===== src/rtl/cmp_result_window.sv =====
// Windowed monitor for comparator G/E/L results: per-window class/error counts, longest run, majority.
// Latency: out_valid rises the cycle after the edge that accepts the WINDOW-th sample; IDLE->COLLECT takes 1 cycle.
// Backpressure: in_ready is low outside COLLECT; the summary is held in REPORT until out_valid && out_ready.
module cmp_result_window #(
    parameter int WINDOW = 8,
    parameter int CNT_W  = 4
) (
    input  logic             clk,
    input  logic             rst,
    input  logic             en,
    input  logic             in_valid,
    output logic             in_ready,
    input  logic             G,
    input  logic             E,
    input  logic             L,
    output logic             out_valid,
    input  logic             out_ready,
    output logic [CNT_W-1:0] cnt_g,
    output logic [CNT_W-1:0] cnt_e,
    output logic [CNT_W-1:0] cnt_l,
    output logic [CNT_W-1:0] cnt_err,
    output logic [CNT_W-1:0] max_run,
    output logic [1:0]       majority
);

    typedef enum logic [1:0] {
        S_IDLE    = 2'd0,
        S_COLLECT = 2'd1,
        S_REPORT  = 2'd2
    } state_t;

    // Class encoding shared by prev tracking and the majority output.
    localparam logic [1:0]       CLS_NONE = 2'b00;
    localparam logic [1:0]       CLS_G    = 2'b01;
    localparam logic [1:0]       CLS_E    = 2'b10;
    localparam logic [1:0]       CLS_L    = 2'b11;
    localparam logic [CNT_W-1:0] ONE      = CNT_W'(1);
    localparam logic [CNT_W-1:0] LAST_IDX = CNT_W'(WINDOW - 1);

    state_t           state_q, state_d;
    logic [CNT_W-1:0] cnt_g_q, cnt_g_d;
    logic [CNT_W-1:0] cnt_e_q, cnt_e_d;
    logic [CNT_W-1:0] cnt_l_q, cnt_l_d;
    logic [CNT_W-1:0] cnt_err_q, cnt_err_d;
    logic [CNT_W-1:0] cur_run_q, cur_run_d;
    logic [CNT_W-1:0] max_run_q, max_run_d;
    logic [CNT_W-1:0] n_acc_q, n_acc_d;
    logic [1:0]       prev_q, prev_d;

    logic [1:0]       cls;
    logic             cls_ok;
    logic [CNT_W-1:0] run_new;
    logic             clr;

    // Decode the comparator triple; anything other than exactly one hot bit is malformed.
    always_comb begin
        cls    = CLS_NONE;
        cls_ok = 1'b0;
        case ({G, E, L})
            3'b100: begin cls = CLS_G; cls_ok = 1'b1; end
            3'b010: begin cls = CLS_E; cls_ok = 1'b1; end
            3'b001: begin cls = CLS_L; cls_ok = 1'b1; end
            default: begin cls = CLS_NONE; cls_ok = 1'b0; end
        endcase
        // prev is CLS_NONE after an error or window start, so it never matches a valid class.
        if (cls_ok && (prev_q == cls)) begin
            run_new = cur_run_q + ONE;
        end else if (cls_ok) begin
            run_new = ONE;
        end else begin
            run_new = '0;
        end
    end

    // Next-state and window datapath; clr wipes all window state on window start and handshake.
    always_comb begin
        state_d   = state_q;
        cnt_g_d   = cnt_g_q;
        cnt_e_d   = cnt_e_q;
        cnt_l_d   = cnt_l_q;
        cnt_err_d = cnt_err_q;
        cur_run_d = cur_run_q;
        max_run_d = max_run_q;
        n_acc_d   = n_acc_q;
        prev_d    = prev_q;
        clr       = 1'b0;

        case (state_q)
            S_IDLE: begin
                if (en) begin
                    state_d = S_COLLECT;
                    clr     = 1'b1;
                end
            end
            S_COLLECT: begin
                if (in_valid) begin
                    if (cls_ok) begin
                        case (cls)
                            CLS_G:   cnt_g_d = cnt_g_q + ONE;
                            CLS_E:   cnt_e_d = cnt_e_q + ONE;
                            default: cnt_l_d = cnt_l_q + ONE;
                        endcase
                    end else begin
                        cnt_err_d = cnt_err_q + ONE;
                    end
                    cur_run_d = run_new;
                    prev_d    = cls;
                    if (run_new > max_run_q) begin
                        max_run_d = run_new;
                    end
                    n_acc_d = n_acc_q + ONE;
                    if (n_acc_q == LAST_IDX) begin
                        state_d = S_REPORT;
                    end
                end
            end
            S_REPORT: begin
                if (out_ready) begin
                    clr     = 1'b1;
                    state_d = en ? S_COLLECT : S_IDLE;
                end
            end
            default: begin
                state_d = S_IDLE;
                clr     = 1'b1;
            end
        endcase

        if (clr) begin
            cnt_g_d   = '0;
            cnt_e_d   = '0;
            cnt_l_d   = '0;
            cnt_err_d = '0;
            cur_run_d = '0;
            max_run_d = '0;
            n_acc_d   = '0;
            prev_d    = CLS_NONE;
        end
    end

    // State and window registers with synchronous reset.
    always_ff @(posedge clk) begin
        if (rst) begin
            state_q   <= S_IDLE;
            cnt_g_q   <= '0;
            cnt_e_q   <= '0;
            cnt_l_q   <= '0;
            cnt_err_q <= '0;
            cur_run_q <= '0;
            max_run_q <= '0;
            n_acc_q   <= '0;
            prev_q    <= CLS_NONE;
        end else begin
            state_q   <= state_d;
            cnt_g_q   <= cnt_g_d;
            cnt_e_q   <= cnt_e_d;
            cnt_l_q   <= cnt_l_d;
            cnt_err_q <= cnt_err_d;
            cur_run_q <= cur_run_d;
            max_run_q <= max_run_d;
            n_acc_q   <= n_acc_d;
            prev_q    <= prev_d;
        end
    end

    // Majority needs a strict winner; ties at the top and an empty window both give 00.
    always_comb begin
        majority = CLS_NONE;
        if ((cnt_g_q > cnt_e_q) && (cnt_g_q > cnt_l_q)) begin
            majority = CLS_G;
        end else if ((cnt_e_q > cnt_g_q) && (cnt_e_q > cnt_l_q)) begin
            majority = CLS_E;
        end else if ((cnt_l_q > cnt_g_q) && (cnt_l_q > cnt_e_q)) begin
            majority = CLS_L;
        end
    end

    // Handshake flags are pure state decodes, so no input reaches them combinationally.
    assign in_ready  = (state_q == S_COLLECT);
    assign out_valid = (state_q == S_REPORT);
    assign cnt_g     = cnt_g_q;
    assign cnt_e     = cnt_e_q;
    assign cnt_l     = cnt_l_q;
    assign cnt_err   = cnt_err_q;
    assign max_run   = max_run_q;

endmodule


===== config.mk =====
export PLATFORM = sky130hd
export DESIGN_NAME = cmp_result_window
export DESIGN_NICKNAME = d
export VERILOG_FILES = /design/src/rtl/cmp_result_window.sv
export SDC_FILE = /design/constraint.sdc
export NUM_CORES = 1
export LEC_CHECK = 0
export BUFFER_PORTS_ARGS = -buffer_cell sky130_fd_sc_hd__buf_2
export CAP_MARGIN = 20
export CORE_ASPECT_RATIO = 0.9
export CORE_MARGIN = 2
export CORE_UTILIZATION = 35
export DETAILED_ROUTE_END_ITERATION = 8
export SLEW_MARGIN = 20
export SYNTH_ARGS = -nofsm -noshare
export SYNTH_HDL_FRONTEND = slang
export SYNTH_SLANG_ARGS = --single-unit

===== constraint.sdc =====
create_clock -name clk -period 3.91 [get_ports clk]
set_input_delay 0.1955 -clock clk [delete_from_list [all_inputs] [get_ports clk]]
set_output_delay 0.1955 -clock clk [all_outputs]
set_load 0.005 [all_outputs]

==> load_flow_metrics.sql <==
INSERT INTO impl_metrics (metric_group, metric, value, unit) VALUES
('route', 'detailroute.via_count', '1600', ''),
('critical_path', 'timing.critical_path.from_type', 'flop', ''),
('route', 'detail_route.wirelength', '3840', 'µm'),
('logic_synthesis', 'yosysTopAreaCellShare', '0.341', ''),
('clock_tree', 'clockRootBuffer', 'clkbuf_8', ''),
('clock_tree', 'cts.htree.levels', '2', ''),
('sta', 'worst_pin_slew', '764', 'ps'),
('sta', 'post-route-worst-setup-slack', '1480', 'ps'),
('place', 'gp_congestion', '0.828', ''),
('global_routing', 'first_pass_grt_wire_length', '6560', 'µm'),
('clock_tree', 'cts_sinks', '32', ''),
('layout', 'final_layout_size_suffix_gt1_frac', '0.163', ''),
('route', 'drt-initial-drc-count', '89', ''),
('route', 'drc_errors', '0', ''),
('layout', 'synthToLayoutAreaGrowth', '18.6', '%'),
('logic_synthesis', 'synth_commonest_cells', 'dfxtp_1 (32), nand2_1 (26), nor2_1 (24), ha_1 (23), inv_1 (18)', ''),
('pwr', 'power.internal', '576', 'µW'),
('global_routing', 'grtUsageTotal', '0.142', ''),
('route', 'routed_via_density', '4.85', ''),
('die', 'boundaryPins', '32', ''),
('die', 'effective_utilization_at_floorplan', '0.360', ''),
('pwr', 'power.switching', '163', 'µW'),
('logic_synthesis', 'synthDominantAreaCellType', 'dfxtp_1', ''),
('sta', 'period_utilization_post_route', '0.622', ''),
('sta', 'timing.max_slew.rel_slack', '0.487', ''),
('logic_synthesis', 'mappedNetlistNets', '260', ''),
('route', 'drt_pass1_iterations', '4', ''),
('critical_path', 'worst_ep_arrival_time', '2600', 'ps'),
('clock_tree', 'cts_bufs_inserted', '5', ''),
('layout', 'fin_util', '0.427', ''),
('logic_synthesis', 'synth_cell_type_count', '34', ''),
('global_routing', 'overflow', '0', ''),
('sta', 'final-max-slew-violation-count', '0', ''),
('sta', 'hold_violations', '0', ''),
('run_status', 'status', 'finished clean', ''),
('critical_path', 'cp-end-kind', 'flop', ''),
('pwr', 'pwr_density_cell', '331', 'mW/mm²'),
('place', 'dpl_cell_area', '0.00210', 'mm²'),
('clock_tree', 'clock_tree.buffer_depth', '2', ''),
('logic_synthesis', 'number_of_flops_mapped_to_enable_cells_by_yosys', '0', ''),
('place', 'detailed_place_hpwl', '2850', 'µm'),
('clock_tree', 'post_cts_repair_setup_buffers', '0', ''),
('critical_path', 'crit_path_max_incr_delay', '420', 'ps'),
('die', 'die_width', '81.3', 'µm'),
('pwr', 'static-leakage-power', '0.000988', 'µW'),
('logic_synthesis', 'synth_sequential_area_ratio', '0.341', ''),
('flow_run', 'drv.max_cap_violation_count', '0', ''),
('pwr', 'design_power_total', '739', 'µW'),
('pwr', 'share_clk_of_total_power', '0.471', ''),
('sta', 'achievable-frequency', '411', 'MHz'),
('pwr', 'share_seq_of_total_power', '0.451', ''),
('global_routing', 'grt_max_degree', '23', ''),
('route', 'ant_nets', '0', ''),
('critical_path', 'worstPathMaxFanout', '6', ''),
('logic_synthesis', 'netlist_area', '0.00188', 'mm²'),
('global_routing', 'grt_antenna_before_repair', '0', ''),
('logic_synthesis', 'synth-warning-count', '0', ''),
('pwr', 'proportion_of_power_drawn_by_combinational_gates', '0.078', ''),
('logic_synthesis', 'synth_cells', '229', ''),
('sta', 'setup_violations', '0', ''),
('place', 'minimum_setup_slack_after_placement', '1500', 'ps'),
('clock_tree', 'clock_tree_from_tritoncts', 'yes', ''),
('die', 'die_height', '73.5', 'µm'),
('logic_synthesis', 'synthFlopType', 'dfxtp_1', ''),
('place', 'port-buffer-count', '31', ''),
('sta', 'setup_repair_after_global_routing_missed_its_margin', 'false', ''),
('logic_synthesis', 'synth_most_common_cell', 'dfxtp_1', ''),
('critical_path', 'critical_path_buf_inv_count', '1', ''),
('pwr', 'sw_frac_of_total', '0.221', ''),
('sta', 'finalClockSkew', '3.13', 'ps'),
('pwr', 'vdd_ir_drop_max', '0.127', 'mV');
-- cell usage in the layout (no fill, tap or decap), types with 2 or more instances in the layout --
| master | instances |
|---|---|
| nor2_1 | 24 |
| nand4_1 | 6 |
| ha_1 | 23 |
| nand2_1 | 26 |
| o21ai_0 | 12 |
| and3b_1 | 2 |
| inv_1 | 18 |
| nor2b_1 | 7 |
| dfxtp_1 | 32 |
| o22ai_1 | 3 |
| o21a_1 | 3 |
| nand3_1 | 13 |
| nand2b_1 | 3 |
| a21o_1 | 2 |
| buf_2 | 31 |
| clkbuf_8 | 7 |
| mux2i_1 | 3 |
| or3_1 | 4 |
| nor3_1 | 2 |
| xnor2_1 | 11 |
| xor2_1 | 6 |
| a21oi_1 | 11 |
-- final cells by class --
class / instances / area (µm²)
timing repair buffer: 32 / 163
multi-input combinational: 173 / 1150
clock inverter: 1 / 30.0
sequential: 32 / 641
tap: 67 / 83.8
inverter: 18 / 67.6
clock buffer: 7 / 96.3
fill: 540 / 2990
-- power by group through the flow --
| stage | logic (µW) | registers, µW | clock network [µW] |
|---|---|---|---|
| 6_report | 57.3 | 333 | 348 |
| 5_1_grt | 65.7 | 334 | 369 |
| 4_1_cts | 57.6 | 333 | 355 |
| 2_1_floorplan | 40.9 | 340 | 0 |
| 3_5_place_dp | 57.4 | 341 | 0 |
| 3_3_place_gp | 57.1 | 341 | 0 |
-- layer usage --
layer  routed length [µm]  global-route usage
met2                 1550               0.197
met5                    0                   0
met1                 2050               0.208
met4                   55              0.0508
met3                  184              0.0393
-- logic make-up (layout without fill, tap and decap cells) --
kind of cell,count (synthesis),in the layout,share of synthesized area
AO/OA/AOI/OAI,39,39,0.126
XOR/XNOR,17,17,0.0792
flip-flops,32,32,0.341
AND/OR/NAND/NOR,90,90,0.230
adder cells (fa/ha/maj),23,23,0.153
multiplexers,4,4,0.0233
buffers and inverters,24,58,0.0479
-- final timing paths --
path	slack [ps]	depth (start not counted)	to	start
worst max-delay path	1480	11	max_run[0]	prev_q[1]
worst min-delay path	100	2	state_q[0]	rst
worst max register to register	1480	11	max_run[0]	prev_q[1]
worst min register to register	480	2	n_acc_q[1]	n_acc_q[1]
-- metrics by stage --
| step | cells | hold WS (ps) |
|---|---|---|
| 2_1_floorplan | 229 | 267 |
| 4_1_cts | 330 | 98.2 |
| 6_report | 330 | 104 |
| 3_5_place_dp | 322 | 402 |
| 3_3_place_gp | 322 | 399 |
| 5_1_grt | 330 | 110 |
-- state kept, by name, summed over array words and instances (netlist names) --
register,count
max_run,4
n_acc_q,4
cnt_l,4
state_q,2
cnt_e,4
cur_run_q,4
cnt_g,4
cnt_err,4
prev_q,2
(Power assumes the default switching activity.)
